$ cat src/rtl/oled_intr_arbiter.sv
// ---------------------------------------------------------------------------
// oled_intr_arbiter
// Round-robin arbiter that shares the OLED command interpreter's interrupt
// entry (intr / i_adr) among NREQ requesters. Each requester posts a request
// with the program-memory address of its command routine. The arbiter launches
// one routine at a time when the interpreter is idle at a NULL command. It then
// tracks that routine to completion and reports grant and done per requester.
//
// Parameters
//   NREQ      : number of requesters (2..8)
//   ADR_W     : routine address width (interpreter p_adr width)
//   WD_CYCLES : watchdog limit in cycles (only with OLED_ARB_WATCHDOG_EN)
//
// Ports
//   clk     in   system clock, rising edge
//   rst     in   synchronous active-high reset
//   req     in   [NREQ]        per-requester request (each high cycle counts)
//   req_adr in   [NREQ*ADR_W]  routine address, slice i for requester i
//   ready   in   interpreter idle at NULL command
//   intr    out  interrupt request to interpreter
//   i_adr   out  [ADR_W]  interrupt routine address to interpreter
//   grant   out  [NREQ]   one-hot pulse when a routine is launched
//   done    out  [NREQ]   one-hot pulse when the launched routine finished
//   busy    out  high while a routine is being issued or is running
//   err     out  pulse on watchdog abort (always 0 without the watchdog)
//
// Optional feature macro: OLED_ARB_WATCHDOG_EN
//   When defined, a cycle counter aborts a stuck ISSUE or RUN phase after
//   WD_CYCLES cycles. It raises err and done for the current requester.
// ---------------------------------------------------------------------------
module oled_intr_arbiter #(
    parameter int unsigned NREQ      = 4,
    parameter int unsigned ADR_W     = 8,
    parameter int unsigned WD_CYCLES = 1024
) (
    input  logic                  clk,
    input  logic                  rst,
    input  logic [NREQ-1:0]       req,
    input  logic [NREQ*ADR_W-1:0] req_adr,
    input  logic                  ready,
    output logic                  intr,
    output logic [ADR_W-1:0]      i_adr,
    output logic [NREQ-1:0]       grant,
    output logic [NREQ-1:0]       done,
    output logic                  busy,
    output logic                  err
);

    localparam int unsigned IDX_W = (NREQ > 1) ? $clog2(NREQ) : 1;

    // Elaboration-time guard on the supported parameter range.
    if (NREQ < 2 || NREQ > 8 || ADR_W < 1 || WD_CYCLES < 1) begin : g_bad_param
        $error("oled_intr_arbiter: unsupported parameter set");
    end

    typedef enum logic [1:0] {
        S_IDLE  = 2'd0,
        S_ISSUE = 2'd1,
        S_RUN   = 2'd2
    } state_e;

    state_e           state_q, state_d;
    logic [NREQ-1:0]  pending_q, pending_d;
    logic [ADR_W-1:0] adr_q [NREQ];
    logic [ADR_W-1:0] adr_d [NREQ];
    logic [IDX_W-1:0] last_q, last_d;
    logic [IDX_W-1:0] cur_q, cur_d;
    logic             intr_q, intr_d;
    logic [ADR_W-1:0] i_adr_q, i_adr_d;
    logic [NREQ-1:0]  grant_q, grant_d;
    logic [NREQ-1:0]  done_q, done_d;
    logic             busy_q, busy_d;
    logic             err_q, err_d;

    logic             win_found_c;
    logic [IDX_W-1:0] win_idx_c;
    logic [ADR_W-1:0] req_slice_c [NREQ];

`ifdef OLED_ARB_WATCHDOG_EN
    localparam int unsigned WD_W = $clog2(WD_CYCLES + 1);
    logic [WD_W-1:0] wd_cnt_q, wd_cnt_d;
`endif

    // Split the flat address bus into one slice per requester.
    for (genvar g = 0; g < NREQ; g++) begin : g_slice
        assign req_slice_c[g] = req_adr[g*ADR_W +: ADR_W];
    end

    // Round-robin search: first pending index after last, wrapping modulo NREQ.
    always_comb begin
        int unsigned probe;
        win_found_c = 1'b0;
        win_idx_c   = '0;
        probe       = 0;
        for (int unsigned k = 1; k <= NREQ; k++) begin
            probe = 32'(last_q) + k;
            if (probe >= NREQ) begin
                probe = probe - NREQ;
            end
            if (!win_found_c && pending_q[IDX_W'(probe)]) begin
                win_found_c = 1'b1;
                win_idx_c   = IDX_W'(probe);
            end
        end
    end

    // Next-state and output logic.
    always_comb begin
        state_d   = state_q;
        pending_d = pending_q;
        adr_d     = adr_q;
        last_d    = last_q;
        cur_d     = cur_q;
        intr_d    = intr_q;
        i_adr_d   = i_adr_q;
        grant_d   = '0;
        done_d    = '0;
        err_d     = 1'b0;
`ifdef OLED_ARB_WATCHDOG_EN
        wd_cnt_d  = '0;
`endif

        unique case (state_q)
            S_IDLE: begin
                if (ready && win_found_c) begin
                    state_d              = S_ISSUE;
                    intr_d               = 1'b1;
                    i_adr_d              = adr_q[win_idx_c];
                    grant_d              = NREQ'(1) << win_idx_c;
                    pending_d[win_idx_c] = 1'b0;
                    last_d               = win_idx_c;
                    cur_d                = win_idx_c;
                end
            end
            S_ISSUE: begin
                // The interpreter has taken the jump once ready goes low.
                if (!ready) begin
                    intr_d  = 1'b0;
                    state_d = S_RUN;
                end
            end
            S_RUN: begin
                // ready returning means the routine hit its terminating NULL.
                if (ready) begin
                    done_d  = NREQ'(1) << cur_q;
                    state_d = S_IDLE;
                end
            end
            default: begin
                state_d = S_IDLE;
            end
        endcase

`ifdef OLED_ARB_WATCHDOG_EN
        // Counter restarts on every state change; abort when it hits the limit.
        if (state_q != S_IDLE && state_d == state_q) begin
            if ((32'(wd_cnt_q) + 32'd1) >= WD_CYCLES) begin
                intr_d  = 1'b0;
                err_d   = 1'b1;
                done_d  = NREQ'(1) << cur_q;
                state_d = S_IDLE;
            end else begin
                wd_cnt_d = wd_cnt_q + WD_W'(1);
            end
        end
`endif

        // Requests are applied last so a request on the winner's own grant edge
        // keeps it pending with the fresh address.
        for (int unsigned i = 0; i < NREQ; i++) begin
            if (req[i]) begin
                pending_d[i] = 1'b1;
                adr_d[i]     = req_slice_c[i];
            end
        end

        busy_d = (state_d != S_IDLE);
    end

    // State and output registers.
    always_ff @(posedge clk) begin
        if (rst) begin
            state_q   <= S_IDLE;
            pending_q <= '0;
            for (int unsigned i = 0; i < NREQ; i++) begin
                adr_q[i] <= '0;
            end
            last_q    <= IDX_W'(NREQ - 1);
            cur_q     <= '0;
            intr_q    <= 1'b0;
            i_adr_q   <= '0;
            grant_q   <= '0;
            done_q    <= '0;
            busy_q    <= 1'b0;
            err_q     <= 1'b0;
`ifdef OLED_ARB_WATCHDOG_EN
            wd_cnt_q  <= '0;
`endif
        end else begin
            state_q   <= state_d;
            pending_q <= pending_d;
            for (int unsigned i = 0; i < NREQ; i++) begin
                adr_q[i] <= adr_d[i];
            end
            last_q    <= last_d;
            cur_q     <= cur_d;
            intr_q    <= intr_d;
            i_adr_q   <= i_adr_d;
            grant_q   <= grant_d;
            done_q    <= done_d;
            busy_q    <= busy_d;
            err_q     <= err_d;
`ifdef OLED_ARB_WATCHDOG_EN
            wd_cnt_q  <= wd_cnt_d;
`endif
        end
    end

    assign intr  = intr_q;
    assign i_adr = i_adr_q;
    assign grant = grant_q;
    assign done  = done_q;
    assign busy  = busy_q;
    assign err   = err_q;

endmodule

$ cat config.mk
export PLATFORM = sky130hd
export DESIGN_NAME = oled_intr_arbiter
export DESIGN_NICKNAME = d
export VERILOG_FILES = /design/src/rtl/oled_intr_arbiter.sv
export SDC_FILE = /design/constraint.sdc
export NUM_CORES = 1
export LEC_CHECK = 0
export ABC_AREA = 1
export CORE_ASPECT_RATIO = 0.7
export CORE_MARGIN = 3
export CORE_UTILIZATION = 55
export DETAILED_ROUTE_END_ITERATION = 10
export DONT_BUFFER_PORTS = 1
export PLACE_DENSITY_LB_ADDON = 0.1
export SLEW_MARGIN = 30
export SYNTH_ARGS = -nofsm -noshare
export SYNTH_HDL_FRONTEND = slang
export SYNTH_SLANG_ARGS = --single-unit
$ cat constraint.sdc
create_clock -name clk -period 1.9 [get_ports clk]
set_input_delay 0.38 -clock clk [delete_from_list [all_inputs] [get_ports clk]]
set_output_delay 0.38 -clock clk [all_outputs]
set_load 0.01 [all_outputs]
=== Yosys cells after proc, flatten, opt, wreduce, memory -nomap -nowiden ===
Cells that the tools add are included.

* Equality and inequality tests: 4
* Multipliers: 0
* $add $sub $neg: 8
* Shifts and indexed selects: 2
* Reduce and logical (&&, ||, !) cells: 27
* Div/mod/pow operators: 0
* $lt $le $gt $ge: 11
* Mux-type cells: 38
* Bitwise gates (word level): 7

{| class="wikitable"
|+ Operator list
! operator !! number
|-
| two-way mux 2 bit || 11
|-
| nonzero test 2 bit || 10
|-
| binary-select mux 8 bit (select 2 bit) || 1
|-
| two-way mux 8 bit || 2
|-
| less-than comparator 2 x 3 -> 1 bit (second input constant) || 5
|-
| two-way mux 1 bit || 15
|-
| >= comparator 3 bit (second input constant) || 4
|-
| AND reduction 2 bit || 5
|-
| binary-select mux 1 bit (select 2 bit) || 4
|-
| two-way mux 4 bit || 2
|-
| left shift 1 x 2 -> 4 bit (first input constant) || 2
|-
| subtractor 2 x 1 -> 2 bit (second input constant) || 4
|-
| adder 2 x 2 -> 3 bit (second input constant) || 2
|-
| case mux 2 bit (3 select lines) || 1
|-
| OR reduction 3 bit || 2
|-
| logical AND 1 bit || 5
|-
| adder 2 x 3 -> 4 bit (second input constant) || 1
|-
| AND 4 bit || 1
|-
| >= comparator 4 x 3 -> 1 bit (second input constant) || 1
|-
| inequality test 2 bit (second input constant) || 2
|-
| NOT 1 bit || 4
|-
| NOT 4 bit || 1
|-
| adder 2 x 1 -> 3 bit (second input constant) || 1
|-
| zero test 1 bit || 3
|-
| other kinds (8) || 8
|}

* RAM bits: 0
* Bits in latches: 0
* Flip-flop bits (word level): 60
* Memory bits (read-only): 0
* Memories: 0
* Logic and storage cells: 113
* Input bits: 39

=== Longest topological paths before layout ===
Gate-level depths: netlist of run 1.

* Depth after elaboration: 24
* Depth in mapped cells: 17
* Gate-level depth less buffers: 15

=== Worst setup path after synthesis of run 1 ===
OpenSTA, ideal clock, no wires.

* Kind: register -> register
* From: register last_q[0]
* To: register i_adr_q[5] (netlist: i_adr[5])
* Data arrival time: 1552 ps
* Path slack: 239 ps
* Required time: 1791 ps
* Path buffers: 2
* Cell stages (with the launch flop): 16
* Cell sequence: dfxtp_1 buf_6 nand2_1 nand3_1 nand2_1 nor2_8 nand3_4 nand2_2 inv_2 nand2_4 inv_4 buf_6 nor2_2 nor2_1 nand2_1 inv_1

* Word-level cells in the longest chain between the ends: 19
* Elaborated cells on any way between the ends: 44
* Classes of those cells: add/sub (8); order compare (4); mux (23); bitwise (1); reduce/logical (8)

{| class="wikitable"
|+ Ends and longest elaborated chain
! element !! RTL line !! RTL
|-
| start: declaration || 66 || <nowiki>logic [IDX_W-1:0] last_q, last_d;</nowiki>
|-
| start signal: assignment || 188 || <nowiki>last_q <= IDX_W'(NREQ - 1);</nowiki>
|-
| start signal: assignment || 205 || <nowiki>last_q <= last_d;</nowiki>
|-
| adder 2 x 1 -> 3 bit || 96 || <nowiki>probe = 32'(last_q) + k;</nowiki>
|-
| >= comparator 3 bit or subtractor 2 x 1 -> 2 bit (tied branches) || 97, 98 ||
|-
| two-way mux 2 bit || 97 || <nowiki>if (probe >= NREQ) begin</nowiki>
|-
| binary-select mux 1 bit (select 2 bit) || 100 || <nowiki>if (!win_found_c && pending_q[IDX_W'(probe)]) begin</nowiki>
|-
| two-way mux 1 bit (implied by the code) || 100 ||
|-
| two-way mux 1 bit || 100 ||
|-
| zero test 1 bit || 100 ||
|-
| logical AND 1 bit || 100 ||
|-
| (+2 left out) || - ||
|-
| logical AND 1 bit || 100 ||
|-
| two-way mux 1 bit || 100 ||
|-
| zero test 1 bit || 100 ||
|-
| logical AND 1 bit || 100 ||
|-
| two-way mux 2 bit || 100 ||
|-
| NOT 2 -> 3 bit (implied by the code) || 128 || <nowiki>i_adr_d = adr_q[win_idx_c];</nowiki>
|-
| binary-select mux 8 bit (select 2 bit) || 128 ||
|-
| two-way mux 8 bit (implied by the code) (2 in a row) || 128 ||
|-
| end signal: assignment || 208 || <nowiki>i_adr_q <= i_adr_d;</nowiki>
|-
| end: declaration || 69 || <nowiki>logic [ADR_W-1:0] i_adr_q, i_adr_d;</nowiki>
|}

Several ways; a longest one is shown, not always the timed one. The select of a mux whose other input is x is not followed.
A chain may end at the register's enable or synchronous reset.

=== Worst setup path after layout of run 1 ===
* From: register last_q[0]
* To: register pending_q[1]

* Word-level cells in the longest chain between the ends: 24
* Elaborated cells on any way between the ends: 51
* Classes of those cells: add/sub (8); order compare (6); mux (25); bitwise (2); reduce/logical (10)

{| class="wikitable"
|+ Ends and longest elaborated chain
! element !! RTL line !! RTL
|-
| adder 2 x 1 -> 3 bit || 96 ||
|-
| >= comparator 3 bit or subtractor 2 x 1 -> 2 bit (tied branches) || 97, 98 ||
|-
| two-way mux 2 bit || 97 ||
|-
| binary-select mux 1 bit (select 2 bit) || 100 ||
|-
| two-way mux 1 bit (implied by the code) || 100 ||
|-
| two-way mux 1 bit || 100 ||
|-
| zero test 1 bit || 100 ||
|-
| logical AND 1 bit || 100 ||
|-
| (+8 left out) || - ||
|-
| logical AND 1 bit (implied by the code) || 130 || <nowiki>pending_d[win_idx_c] = 1'b0;</nowiki>
|-
| two-way mux 1 bit (implied by the code) || 130 ||
|-
| demux 1 bit (select 2 bit) || 130 ||
|-
| NOT 4 bit (no source line) || - ||
|-
| AND 4 bit (no source line) || - ||
|-
| two-way mux 4 bit || 125 || <nowiki>if (ready && win_found_c) begin</nowiki>
|-
| two-way mux 4 bit || 123 || <nowiki>unique case (state_q)</nowiki>
|-
| two-way mux 1 bit || 171 || <nowiki>if (req[i]) begin</nowiki>
|-
| end signal: assignment || 201 || <nowiki>pending_q <= pending_d;</nowiki>
|-
| end: declaration || 63 || <nowiki>logic [NREQ-1:0] pending_q, pending_d;</nowiki>
|}

Several ways; a longest one is shown, not always the timed one. The select of a mux whose other input is x is not followed.

==> metrics, run 1 <==
status finished clean; Max H-tree Level 3; Initial DRC Count 129; area of the core 4580 µm²; critical path startpoint last_q[0]; Root Buffer clkbuf_8; worst hold margin 0.108 ns; row cnt 20; CP Max Fanout 7; number of flops mapped to enable cells by yosys 0; CTS Buf Count 9; Die Ht 65.1 µm; Clock transition at path regs 0.06 ns; First-pass DRT Iterations 4; Clock Tree Buf Depth 2; GP Congestion around 0.96; sequential-to-total area share from yosys stat 0.438; full die area 5880 µm²; drt wl/cell 14.7 µm; area of the multi-input gates 1510 µm²; Reg area 1210 µm²; Netlist cell types 29; worst path buffer plus inverter count 2; number of nets with antenna violations after routing 0; CP top delay family simple AND/OR/NAND/NOR gates; min Tclk post-route 1.87 ns; Largest stage delay, worst path 0.39 ns; CTS tree built; vias in the first global route 2,285; final instance area 3300 µm²; Achievable Freq approximately 540 MHz; CP endpoint kind register; Die Width 90.4 µm; gr usage total 0.237; synth top area cells dfxtp_1, nor2_1, nand2_1, o21ai_0, nand3_1; Lkg Pwr 1.47 nW; period utilization 0.982; Crit path top cell by count nand2_4; ys async rst share 0; DR vias 2,514; post-detail-place hpwl 4680 µm; syn nets ~420; Syn-to-layout area delta 20.2%; # DRC 0; Yosys top cell area share 0.438; Final Util 0.720; Fillers 391; final worst slack about 0.035 ns; CP Launch Type register; # setup viols final 0; Post-DP Area 2810 µm²; # IOs 58; slowest stage cell, crit path dfxtp_4; worst path required time 2.11 ns; I/O Buffers 0; Synth top cells by count nor2_1, nand2_1, dfxtp_1; cell count after synthesis between 300 and 400; Synth Cell Area 2740 µm²; final slew viol count 0; pwr/cell area 2030 nW/µm²; share of cells above drive strength 1 0.254; worst flop-to-flop path startpoint last_q[0]; first-pass GRT wire length 10,800 µm; final wirelength 6860 µm; clock latency on the worst-skew pair between 0.3 and 0.4 ns; critical path, cell by cell buf_8 > nand2_4 > nand3_2 > nand2_2 > nand3_4 > nand2_4 > nand2_4 > nand3_4 > inv_2 > nand2_2 > o21ai_0 > a21oi_1; initial antenna violation count 0; top cell type by total area after synthesis dfxtp_1; largest net degree at the start of global routing 23; Post-Syn Area per Cell around 7.2 µm²; hold path startpoint rst; top-count cell post-synth nor2_1; setup_tns 0 ns; Primary FF master, synth dfxtp_1; Ys Warns 0; Max IR drop VDD 0.982 mV; Hold Crit Class in2reg; Synth Register Bits 60; clk_skew between 0.005 and 0.006 ns; CTS sink cnt 60; Maximum Capacitance Violations 0; RSZ-0062 raised after global routing true; diode count 0; # nets final ~440; Arr. time, crit path 2.08 ns; Final Hold Viols 0; pre-CTS setup slack -0.0602 ns; CTS hold repair buffers 0; Initial Utilization 0.599; vias per cell 5.37; grt ovf 0; Crit Path Class reg2reg
==> power breakdown <==
group	total (mW)	internal [mW]	switching (mW)
registers	1.74	1.50	0.238
clock network	1.04	0.587	0.450
logic	3.92	1.61	2.32
==> worst paths after layout <==
kind / endpoint / slack (ns) / depth (start not counted)
worst min register to register: done[0] / 0.45 / 1
worst max-delay path: pending_q[1] / 0.03 / 12
worst max register to register: pending_q[1] / 0.03 / 12
worst min-delay path: pending_q[3] / 0.11 / 1
==> stage by stage <==
step                      total power [mW]  std cells
after floorplan                       3.93        383
after global placement                4.53        444
after detailed placement              4.60        444
after CTS                             5.72        458
after global routing                  7.13        468
final                                 6.70        468
==> worst reg2reg max path, cell delays in order (launching register included) <==
cell and delay [ns]:
dfxtp_4 0.39, buf_8 0.14, nand2_4 0.06, nand3_2 0.09, nand2_2 0.09, nand3_4 0.11, nand2_4 0.06, nand2_4 0.08
nand3_4 0.16, inv_2 0.19, nand2_2 0.10, o21ai_0 0.19, a21oi_1 0.08
==> layout by cell type, fill, tap and decap left out, types with 2 or more instances in the layout <==
cell	count
o21ai_1	9
clkinv_1	2
nand2_2	24
a21oi_1	13
inv_4	2
dfxtp_4	2
dfxtp_1	58
buf_12	2
o21ai_0	33
nand4_1	5
nand2_4	13
nor2_1	78
o21ai_2	5
nand3_4	4
clkinv_2	2
clkbuf_8	9
inv_6	2
o211ai_1	2
inv_2	2
nor2_2	6
nand3_2	6
inv_1	20
buf_4	14
buf_6	2
nand3_1	22
nand2_1	53
clkbuf_1	2
==> routing by layer <==
| metal | up-vias | part of all wire | routed length (µm) | global-route usage |
|---|---|---|---|---|
| met2 | 90 | 0.47 | 3190 | 0.365 |
| met1 | 1157 | 0.45 | 3090 | 0.316 |
| met5 | - | 0 | 0 | 0 |
| met4 | 0 | 0.014 | 97 | 0.0725 |
| met3 | 10 | 0.070 | 482 | 0.0789 |
| li1 | 1257 | - | - | - |
==> cell type report <==
cell class                      count  share of cell area
Clock buffer                       11              0.0399
Clock inverter                      3              0.0121
Inverter                           28              0.0364
Multi-Input combinational cell    280               0.457
Sequential cell                    60               0.367
Tap cell                           66              0.0251
Timing Repair Buffer               20              0.0630
==> sequential cells by signal, indices dropped and copies added, names as in the netlist <==
register   cells
intr           1
adr_q         32
state_q        2
cur_q          2
last_q         2
grant          4
i_adr          8
busy           1
pending_q      4
done           4
==> logic make-up after synthesis <==
family                 after synthesis  synth area share
flip-flops                          60             0.438
other                                1           0.00137
buffers and inverters               44            0.0835
AND/OR/NAND/NOR                    214             0.353
AO/OA/AOI/OAI                       64             0.124
==> timing repair <==
action,CTS,global route
buffers inserted,0,7
setup endpoints to repair,6,22
pin swaps,1,24
resized for setup,4,61
gates cloned,0,3
endpoints found under the hold margin,0,0
Power figures use the tool's default switching activity.
==> run 2: changes to the inputs <==
--- a/config.mk
+++ b/config.mk
@@ -6,9 +6,11 @@
 export NUM_CORES = 1
 export LEC_CHECK = 0
 export ABC_AREA = 1
+export CELL_PAD_IN_SITES_DETAIL_PLACEMENT = 1
+export CELL_PAD_IN_SITES_GLOBAL_PLACEMENT = 1
 export CORE_ASPECT_RATIO = 0.7
 export CORE_MARGIN = 3
-export CORE_UTILIZATION = 55
+export CORE_UTILIZATION = 44
 export DETAILED_ROUTE_END_ITERATION = 10
 export DONT_BUFFER_PORTS = 1
 export PLACE_DENSITY_LB_ADDON = 0.1
==> run 2 against run 1 <==
  * The flow now finishes with violations (negative setup slack)
  * Count of clock-buffer cells in the layout rose by 1
  * Worst hold slack got worse by 0.0061 ns
  * Wire length rose by 22%
  * Power rose by 3.3%
  * Via count rose by 3.3%
  * Clock skew rose by 0.0020 ns
  * Sequential cell count did not move
  * Clock power rose by 8%
  * Global-route usage fell by 1.6 points
  * Combinational power rose by 4%
  * Core utilization fell by 15 points
  * Setup slack got worse by 0.042 ns
  * Critical endpoint is now i_adr[4]
==> metrics, run 2 (synthesis gave the netlist of run 1 again) <==
Die Ht between 70 and 80 µm; area of the multi-input gates approximately 1500 µm²; Initial Utilization 0.467; period utilization 1.00; drt wl/cell 17.4 µm; First-pass DRT Iterations 4; GP Congestion 0.864; CTS Buf Count 9; I/O Buffers 0; CTS hold repair buffers 0; Initial DRC Count 75; CP Launch Type register; pwr/cell area approximately 2100 nW/µm²; Max H-tree Level 3; final wirelength about 8400 µm; share of cells above drive strength 1 0.268; Hold Crit Class in2reg; hold path startpoint rst; DR vias roughly 2,600; CTS tree built; Fillers 750; Lkg Pwr ~1.5 nW; row cnt 23; Clock transition at path regs 0.06 ns; vias in the first global route approximately 2,600; critical path startpoint last_q[0]; # setup viols final 1; CTS sink cnt 60; Syn-to-layout area delta 22.1%; final worst slack -0.00680 ns; Root Buffer clkbuf_8; largest net degree at the start of global routing 37; full die area 7230 µm²; Arr. time, crit path 2.14 ns; post-detail-place hpwl 5660 µm; gr usage total 0.221; Largest register FFs 32; Maximum Capacitance Violations 0; # DRC 0; worst path required time 2.13 ns; CP endpoint kind register; worst flop-to-flop path startpoint last_q[0]; status finished with violations; min Tclk post-route roughly 1.9 ns; failing checks negative setup slack; first-pass GRT wire length 12,400 µm; Reg area 1210 µm²; commonest non-fill, non-tap cell in the layout nor2_1; RSZ-0062 raised after global routing true; number of nets with antenna violations after routing 0; area of the core 5870 µm²; clk_skew about 0.007 ns; Die Width 100 µm; clock latency on the worst-skew pair 0.34 ns; # IOs 58; Crit Path Class reg2reg; vias per cell 5.40; diode count 0; Max IR drop VDD approximately 0.76 mV; final slew viol count 0; Final Hold Viols 0; Achievable Freq 524 MHz; CP Max Fanout 8; Clock Tree Buf Depth 2; worst hold margin 0.102 ns; # nets final 442; most frequent cells in the layout nor2_1, dfxtp_1, nand2_1; Final Util 0.570; Most flops, register adr_q; initial antenna violation count 0; grt ovf 0
-- run 2: power by group --
part	total [mW]	internal, mW	switching, mW
Combinational	4.06	1.58	2.48
Clock	1.12	0.660	0.463
Sequential	1.73	1.49	0.237
Total	6.92	3.73	3.18
-- run 2: worst max-delay path: stages (launching register included) --
cell and delay (ns):
dfxtp_4 0.39, buf_8 0.14, nand2_2 0.08, nand3_2 0.11, nand2_4 0.07, nand3_4 0.10, nand2_4 0.07, nand2_4 0.08
nand3_4 0.10, buf_8 0.17, buf_6 0.13, nand3_2 0.09, nand3_2 0.08, nor2_2 0.12, nor2_1 0.05
-- run 2: path summary, 6_finish.rpt --
check	cells past startpoint	slack, ns	to
hold reg to reg	1	0.47	done[2]
hold / removal	1	0.10	pending_q[1]
setup reg to reg	14	-0.007	i_adr[4]
setup / recovery	14	-0.007	i_adr[4]
-- run 2: layout make-up --
cell class,instances,area share
Inverter,28,0.0351
Sequential cell,60,0.360
Tap cell,75,0.0280
Clock buffer,12,0.0463
Multi-Input combinational cell,280,0.452
Timing Repair Buffer,24,0.0680
Clock inverter,2,0.0105
-- run 2: per-stage QoR --
step	area [µm²]	worst slack, ns	instances	setup TNS [ns]	power, mW
floorplan	2740	0.239	383	0	3.93
CTS	3080	0.00695	472	0	5.96
global route	3350	-0.119	481	-0.734	7.40
finish	3350	-0.00680	481	-0.00680	6.92
global placement	2860	-0.0174	458	-0.0258	4.67
detailed placement	2860	-0.106	458	-0.590	4.76
-- run 2: routing by layer --
metal,track usage,part of all wire
met5,0,0
met4,0.0747,0.016
met1,0.297,0.45
met3,0.0605,0.052
met2,0.345,0.48
-- run 2: timing repair --
item,CTS,global route
pin swaps,0,29
hold endpoints to repair,0,0
gates cloned,0,1
setup endpoints to repair,14,15
buffers inserted,0,8
resized for setup,8,60
